File: src/rtl/sw_ram_writer_pkg.sv
// Shared constants and FSM state type for the switch-driven RAM write stage.
// Default sizes match the 32x8 LPM RAM on the DE2 board and a 10 ms debounce at 50 MHz.
package sw_ram_pkg;

   localparam int ADDR_W_DEF          = 5;
   localparam int DATA_W_DEF          = 8;
   localparam int DEBOUNCE_CYCLES_DEF = 500000;

   typedef enum logic [1:0] {
      IDLE  = 2'd0,
      WRITE = 2'd1,
      CLEAR = 2'd2
   } state_e;

endpackage

File: src/rtl/sw_ram_writer_debounce.sv
// 2-flop synchroniser plus stable-count debouncer for one raw slide switch.
// Emits the accepted level and a one-cycle pulse on each accepted off->on change.
module sw_debounce
   import sw_ram_pkg::*;
#(
   parameter int DEBOUNCE_CYCLES = DEBOUNCE_CYCLES_DEF
) (
   input  logic clk,
   input  logic rst_n,
   input  logic sw_in,
   output logic level,
   output logic rise
);

   localparam int CNT_W = (DEBOUNCE_CYCLES > 1) ? $clog2(DEBOUNCE_CYCLES) : 1;
   localparam logic [CNT_W-1:0] CNT_LAST = CNT_W'(DEBOUNCE_CYCLES - 1);

   logic             sync1_q;
   logic             sync2_q;
   logic             level_q, level_d;
   logic             rise_q, rise_d;
   logic [CNT_W-1:0] cnt_q, cnt_d;

   // The level flips on the sample that completes a run of DEBOUNCE_CYCLES disagreeing samples.
   always_comb begin
      level_d = level_q;
      rise_d  = 1'b0;
      cnt_d   = '0;
      if (sync2_q != level_q) begin
         if (cnt_q == CNT_LAST) begin
            level_d = sync2_q;
            rise_d  = sync2_q;
         end else begin
            cnt_d = cnt_q + 1'b1;
         end
      end
   end

   always_ff @(posedge clk) begin
      if (!rst_n) begin
         sync1_q <= 1'b0;
         sync2_q <= 1'b0;
         level_q <= 1'b0;
         rise_q  <= 1'b0;
         cnt_q   <= '0;
      end else begin
         sync1_q <= sw_in;
         sync2_q <= sync1_q;
         level_q <= level_d;
         rise_q  <= rise_d;
         cnt_q   <= cnt_d;
      end
   end

   assign level = level_q;
   assign rise  = rise_q;

endmodule

File: src/rtl/sw_ram_writer.sv
// Turns DE2 slide switches into registered RAM address/data/wren with one write per switch toggle.
// Define SW_RAM_CLEAR_EN to build the sw_clr-triggered zero-fill sequencer (busy is 0 otherwise).
module sw_ram_writer
   import sw_ram_pkg::*;
#(
   parameter int ADDR_W          = ADDR_W_DEF,
   parameter int DATA_W          = DATA_W_DEF,
   parameter int DEBOUNCE_CYCLES = DEBOUNCE_CYCLES_DEF
) (
   input  logic              CLOCK_50,
   input  logic              RESET_N,
   input  logic [ADDR_W-1:0] sw_addr,
   input  logic [DATA_W-1:0] sw_data,
   input  logic              sw_wr,
   input  logic              sw_clr,
   output logic [ADDR_W-1:0] address,
   output logic [DATA_W-1:0] data,
   output logic              wren,
   output logic              busy
);

   localparam logic [ADDR_W-1:0] ADDR_LAST = '1;

   state_e            state_q, state_d;
   logic [ADDR_W-1:0] address_q, address_d;
   logic [DATA_W-1:0] data_q, data_d;
   logic              wren_q, wren_d;
   logic              busy_q, busy_d;
   logic              wr_evt;
   logic              wr_level_unused;

   sw_debounce #(.DEBOUNCE_CYCLES(DEBOUNCE_CYCLES)) u_wr_db (
      .clk   (CLOCK_50),
      .rst_n (RESET_N),
      .sw_in (sw_wr),
      .level (wr_level_unused),
      .rise  (wr_evt)
   );

`ifdef SW_RAM_CLEAR_EN
   logic clr_evt;
   logic clr_level_unused;

   sw_debounce #(.DEBOUNCE_CYCLES(DEBOUNCE_CYCLES)) u_clr_db (
      .clk   (CLOCK_50),
      .rst_n (RESET_N),
      .sw_in (sw_clr),
      .level (clr_level_unused),
      .rise  (clr_evt)
   );
`else
   logic sw_clr_unused;
   assign sw_clr_unused = sw_clr;
`endif

   always_comb begin
      state_d   = state_q;
      address_d = address_q;
      data_d    = data_q;
      wren_d    = 1'b0;
      busy_d    = 1'b0;
      unique case (state_q)
         IDLE: begin
            address_d = sw_addr;
            data_d    = sw_data;
            if (wr_evt) begin
               state_d = WRITE;
               wren_d  = 1'b1;
            end
`ifdef SW_RAM_CLEAR_EN
            // Evaluated last so a same-cycle clear overrides a write.
            if (clr_evt) begin
               state_d   = CLEAR;
               address_d = '0;
               data_d    = '0;
               wren_d    = 1'b1;
               busy_d    = 1'b1;
            end
`endif
         end
         WRITE: begin
            state_d   = IDLE;
            address_d = sw_addr;
            data_d    = sw_data;
         end
`ifdef SW_RAM_CLEAR_EN
         CLEAR: begin
            if (address_q == ADDR_LAST) begin
               state_d   = IDLE;
               address_d = sw_addr;
               data_d    = sw_data;
            end else begin
               address_d = address_q + 1'b1;
               data_d    = '0;
               wren_d    = 1'b1;
               busy_d    = 1'b1;
            end
         end
`endif
         default: state_d = IDLE;
      endcase
   end

   always_ff @(posedge CLOCK_50) begin
      if (!RESET_N) begin
         state_q   <= IDLE;
         address_q <= '0;
         data_q    <= '0;
         wren_q    <= 1'b0;
         busy_q    <= 1'b0;
      end else begin
         state_q   <= state_d;
         address_q <= address_d;
         data_q    <= data_d;
         wren_q    <= wren_d;
         busy_q    <= busy_d;
      end
   end

   assign address = address_q;
   assign data    = data_q;
   assign wren    = wren_q;
   assign busy    = busy_q;

endmodule

File: config.mk
export PLATFORM = sky130hd
export DESIGN_NAME = sw_ram_writer
export DESIGN_NICKNAME = d
export VERILOG_FILES = /design/src/rtl/sw_ram_writer_pkg.sv /design/src/rtl/sw_ram_writer_debounce.sv /design/src/rtl/sw_ram_writer.sv
export SDC_FILE = /design/constraint.sdc
export NUM_CORES = 1
export LEC_CHECK = 0
export CAP_MARGIN = 0
export CORE_MARGIN = 4
export CORE_UTILIZATION = 55
export DETAILED_ROUTE_END_ITERATION = 8
export DONT_BUFFER_PORTS = 1
export PLACE_DENSITY = 0.7
export SLEW_MARGIN = 20
export SYNTH_ARGS = -nofsm -noshare
export SYNTH_HDL_FRONTEND = slang
export SYNTH_HIERARCHICAL = 1
export SYNTH_SLANG_ARGS = --single-unit
export TNS_END_PERCENT = 20
File: constraint.sdc
create_clock -name CLOCK_50 -period 2.03 [get_ports CLOCK_50]
set_clock_uncertainty 0.1 [all_clocks]
set_input_delay 0.1015 -clock CLOCK_50 [delete_from_list [all_inputs] [get_ports CLOCK_50]]
set_output_delay 0.1015 -clock CLOCK_50 [all_outputs]
set_load 0.02 [all_outputs]
==> impl_metrics.csv, run 1 <==
group,metric,value,unit
outcome,status,"complete, no violations",
placement,dpl_cell_area,1530,um^2
clock_tree,clk_pin_slew,0.12,ns
sta,slew_headroom,0.613,
yosys,async_flop_share,0,
placement,port_buffers,0,
yosys,avgSynthCellArea,10.4,um^2
power,power_density,764,nW/um^2
global_routing,first_global_vias,1017,
cells_and_area,drive_gt1_frac,0.199,
yosys,synthTopCellsByCount,"dfxtp_1 (38), nor2_1 (16), and2_2 (9), nand3_1 (8), xnor2_1 (8)",
hold_path,min-delay-path-class,"in -> reg",
die,die_h,60.2,um
clock_tree,htreeDepth,2,
sta,slew_violations,0,
yosys,yosysTopAreaCell,"dfxtp_1",
die,core,2540,um^2
global_routing,grt_pass1_wl,4.53,mm
sta,fmax,0.546,GHz
global_routing,antenna_found_initial,0,
sta,fin_crit_sh,0.902,
worst_setup_path,path_class,"reg -> reg",
worst_setup_path,worst_ep_required_time,2.22,ns
yosys,synth_edf_count,0,
worst_setup_path,critPathLaunchType,"flop",
routing,vias_per_cell,5.46,
worst_setup_path,cp.arrival,2.02,ns
routing,wl,2.76,mm
job,maxCapViolations,0,
clock_tree,cts_sinks,38,
yosys,syn_area,1500,um^2
die,die_area,3620,um^2
routing,wl_met2,1.35,mm
global_routing,gr-total-overflow,0,
yosys,ys_warn_count,6,
yosys,synthCells,144,
yosys,synth-seq-area-share,0.508,
cells_and_area,fin_nets,183,
power,p_leak,0.648,nW
sta,hold_violations,0,
yosys,syn_nets,162,
yosys,yosys.cell_count.top_type,"dfxtp_1",
sta,period_needed,1.83,ns
sta,setup_viol,0,
die,io_pins,32,
cells_and_area,area_growth_syn_to_layout,17.9,%
routing,drt_pre_antenna_iters,4,
routing,via_count,1070,
routing,top_layer,"met4",
power,power,1.35,mW
clock_tree,cts_root_buf,"clkbuf_4",
clock_tree,clk_path_buf_depth,2,
sta,rsz0062_at_grt,"no",
clock_tree,clk_latency,0.35,ns
power,peakVddDrop,899,uV
clock_tree,post-cts-setup-buffers,0,
die,start_util,0.588,
placement,dp_hpwl,1.77,mm
placement,dp.cells,173,
die,num_rows,18,
yosys,synth_cell_types,32,
die,die_w,60.2,um
sta,worstMarginPinSlew,0.578,ns
routing,wl_per_cell,14.1,um
cells_and_area,num_antenna_cells,0,
clock_tree,cts_buffers,5,
yosys,synthTopCellsByArea,"dfxtp_1 (51%), xnor2_1 (4.7%), and2_2 (4.5%)",
worst_setup_path,worstSetupEndpointType,"flop",
routing,wl_met1,1.23,mm
global_routing,grt_max_degree,22,
yosys,synth_seq_cells,38,
routing,drt_iter0_drc,20,
yosys,ys.flop_type,"dfxtp_1",
cells_and_area,postLayoutCoreUtil,0.693,
sta,finalSetupTns,0,ns
routing,ant_nets,0,
clock_tree,cts_tree,"built",
routing,dr_wl_met3,133,um
placement,place.gp.congestion,0.837,
routing,drcViolationCount,0,
yosys,yosysTopAreaCellShare,0.508,
cells_and_area,final_cell_area,1760,um^2
cells_and_area,instances_no_fill,196,
worst_setup_path,worstPathMaxFanout,4,
global_routing,grt_usage,0.177,
[area by class of cell]
| type | count | area, um^2 |
|---|---|---|
| clock buffer | 5 | 37.5 |
| clock inverter | 3 | 45.0 |
| multi-input combinational | 99 | 687 |
| sequential | 38 | 761 |
| tap | 30 | 37.5 |
| fill | 207 | 781 |
| timing repair buffer | 18 | 185 |
| inverter | 3 | 11.3 |
[report_power, final]
part | total, mW | internal, mW | switching [mW]
sequential | 0.786 | 0.762 | 0.0240
clock | 0.513 | 0.258 | 0.255
combinational | 0.0498 | 0.0318 | 0.0179
total | 1.35 | 1.05 | 0.297
[worst paths after layout]
check / slack (ns) / end / cells past startpoint / start
max: 0.20 / u_wr_db/cnt_q[18]$_SDFF_PP0_ / 5 / u_wr_db/cnt_q[0]$_SDFF_PP0_
min: 0.29 / data[4]$_SDFF_PN0_ / 2 / sw_data[4]
max reg2reg: 0.20 / u_wr_db/cnt_q[18]$_SDFF_PP0_ / 5 / u_wr_db/cnt_q[0]$_SDFF_PP0_
min reg2reg: 0.37 / u_wr_db/sync2_q$_SDFF_PN0_ / 1 / u_wr_db/sync1_q$_SDFF_PN0_
[layer usage]
layer | vias up | GRT usage
met5 | - | 0
met4 | 0 | 0.114
met3 | 5 | 0.0518
met2 | 23 | 0.298
met1 | 502 | 0.191
li1 | 540 | -
[worst max-delay path, cell delays in order, from the launching register on]
cell	delay, ns
dfxtp_1	0.40
ha_1	0.22
and3_1	0.25
nand4_2	0.15
or4_4	0.50
a21oi_2	0.15
[registers in the layout, indices dropped and copies added, names as in the netlist]
register         cells
u_wr_db/sync2_q      1
data                 8
address              5
state_q              1
wren                 1
u_wr_db/rise         1
u_wr_db/cnt_q       19
u_wr_db/level        1
u_wr_db/sync1_q      1
[metrics by stage]
stage	setup WS (ns)	hold slack, ns
finish	0.200	0.290
global route	0.0837	0.294
CTS	0.182	0.285
detailed placement	0.223	0.128
global placement	0.279	0.127
floorplan	0.299	0.123
[cell usage in the layout (no fill, tap or decap), drive strengths merged, types with 4 or more instances in the layout]
cell type	Yosys	routed
nor4	4	4
nand4	8	8
nand3	8	8
xor2	6	6
dlygate4sd3	0	15
and2	15	15
clkbuf	0	5
a21oi	4	4
dfxtp	38	38
nand2	5	5
nor2	16	16
xnor2	8	8
[kinds of logic (layout without fill, tap and decap cells)]
logic type,count (synthesis),count (layout),share of synthesized area
compound gates,10,10,0.0543
xor+xnor,14,14,0.0819
fa+ha+maj,1,1,0.00836
buf+inv,7,29,0.0326
flops,38,38,0.508
other cells,1,1,0.00251
simple gates,73,73,0.312
[repair_timing]
item	CTS	global route
hold endpoints to repair	38	0
gates resized for setup	0	0
hold buffers	15	0
Power figures use the tool's default switching activity.
==> run 2: changes to the inputs <==
--- a/config.mk
+++ b/config.mk
@@ -7,10 +7,10 @@
 export LEC_CHECK = 0
 export CAP_MARGIN = 0
 export CORE_MARGIN = 4
-export CORE_UTILIZATION = 55
+export CORE_UTILIZATION = 60
 export DETAILED_ROUTE_END_ITERATION = 8
 export DONT_BUFFER_PORTS = 1
-export PLACE_DENSITY = 0.7
+export PLACE_DENSITY = 0.76
 export SLEW_MARGIN = 20
 export SYNTH_ARGS = -nofsm -noshare
 export SYNTH_HDL_FRONTEND = slang
==> impl_metrics.csv, run 2 (same netlist as run 1, synthesis figures left out) <==
group,metric,value,unit
clock_tree,clk_pin_slew,0.10,ns
global_routing,first_global_vias,1043,
clock_tree,htreeDepth,2,
worst_setup_path,worst_ep_required_time,2.21,ns
clock_tree,clk_path_buf_depth,2,
cells_and_area,postLayoutCoreUtil,0.749,
hold_path,min-delay-path-class,"in -> reg",
routing,wl,2.72,mm
die,die_h,57.9,um
cells_and_area,final_cell_area,1720,um^2
routing,via_count,1068,
cells_and_area,num_antenna_cells,0,
global_routing,grt_usage,0.189,
die,die_area,3360,um^2
routing,drt_iter0_drc,19,
worst_setup_path,worstPathMaxFanout,4,
routing,drcViolationCount,0,
sta,worst_slack,0.209,ns
clock_tree,cts_tree,"built",
placement,dp_hpwl,1.87,mm
sta,fmax,0.549,GHz
global_routing,grt_pass1_wl,4.71,mm
placement,dpl_cell_area,1520,um^2
worst_setup_path,worstSetupEndpointType,"flop",
worst_setup_path,crit-reg2reg-launch,"u_wr_db/cnt_q[0]$_SDFF_PP0_",
outcome,status,"complete, no violations",
power,peakVddDrop,731,uV
worst_setup_path,critPathMaxStageDelay,0.50,ns
die,core,2300,um^2
placement,dp_slack,0.223,ns
clock_tree,ctsResizeCount,0,
routing,vias_per_cell,5.51,
sta,setup_viol,0,
placement,dp.cells,172,
clock_tree,cts_sinks,38,
global_routing,gr-total-overflow,0,
die,start_util,0.651,
placement,place.gp.congestion,0.796,
global_routing,grt_max_degree,22,
die,io_pins,32,
sta,worstMarginPinSlew,0.581,ns
routing,wl_per_cell,14.0,um
worst_setup_path,crit_chain,"ha_1 -> and3_1 -> nand4_2 -> or4_4 -> a21oi_2",
sta,slew_violations,0,
routing,ant_nets,0,
worst_setup_path,critPathLaunchType,"flop",
clock_tree,cts_root_buf,"clkbuf_4",
hold_path,min_delay_path_depth,2,
sta,period_needed,1.82,ns
cells_and_area,regMostFlops,"u_wr_db/cnt_q",
sta,rsz0062_at_grt,"no",
die,num_rows,17,
worst_setup_path,worst-path-buf-inv,0,
worst_setup_path,crit_cells,5,
hold_path,hp-start,"sw_data[4]",
routing,drt_pre_antenna_iters,4,
worst_setup_path,cp_slowest_cell,"or4_4",
placement,port_buffers,0,
cells_and_area,fin_nets,184,
cells_and_area,instances_no_fill,194,
global_routing,antenna_found_initial,0,
cells_and_area,layout_common_cells,"dfxtp_1 (38), nor2_1 (16), dlygate4sd3_1 (15)",
cells_and_area,largest_reg_flops,19,
power,p_leak,0.639,nW
sta,fin_crit_sh,0.897,
cells_and_area,layout_commonest_cell,"dfxtp_1",
clock_tree,clk_latency,0.34,ns
worst_setup_path,crit_family,"simple AND/OR/NAND/NOR gates",
sta,hold_violations,0,
sta,finalSetupTns,0,ns
job,maxCapViolations,0,
clock_tree,cts_buffers,5,
worst_setup_path,path_class,"reg -> reg",
power,power_density,687,nW/um^2
worst_setup_path,reg2reg_depth,5,
worst_setup_path,crit_start,"u_wr_db/cnt_q[0]$_SDFF_PP0_",
cells_and_area,drive_gt1_frac,0.199,
sta,slew_headroom,0.612,
die,die_w,57.9,um
cells_and_area,area_growth_syn_to_layout,15.1,%
worst_setup_path,cp.arrival,2.00,ns
==> run 2: layout make-up <==
type	count	area (um^2)
clock buffer	5	37.5
clock inverter	2	10.0
fill	167	576
inverter	3	11.3
multi-input combinational	99	687
sequential	38	761
tap	28	35.0
timing repair buffer	19	180
==> run 2: what timing repair did <==
action | 4_1_cts | 5_1_grt
setup buffers | 0 | 0
endpoints found under the hold margin | 38 | 0
endpoints found under the setup margin | 0 | 0
hold buffers | 15 | 0
==> run 2: path summary, 6_finish.rpt <==
check | end | slack, ns
setup / recovery | u_wr_db/cnt_q[18]$_SDFF_PP0_ | 0.21
hold / removal | data[4]$_SDFF_PN0_ | 0.31
setup reg to reg | u_wr_db/cnt_q[18]$_SDFF_PP0_ | 0.21
hold reg to reg | u_wr_db/sync2_q$_SDFF_PN0_ | 0.35
==> run 2: report_power, final <==
group          internal, mW  leakage, nW  switching, mW
combinational        0.0312        0.299         0.0179
clock                 0.124       0.0308          0.224
sequential            0.762        0.310         0.0243
==> run 2: metal layers <==
| metal | GRT usage | vias up | share of wire |
|---|---|---|---|
| met3 | 0.0735 | 5 | 0.048 |
| li1 | - | 538 | - |
| met2 | 0.323 | 25 | 0.49 |
| met5 | 0 | - | 0 |
| met4 | 0.0795 | 0 | 0.019 |
| met1 | 0.208 | 500 | 0.44 |
==> run 2: metrics by stage <==
step / hold slack [ns] / total power [mW]
2_1_floorplan: 0.123 / 0.824
3_3_place_gp: 0.125 / 0.824
3_5_place_dp: 0.127 / 0.826
4_1_cts: 0.299 / 1.20
5_1_grt: 0.313 / 1.24
6_report: 0.312 / 1.18
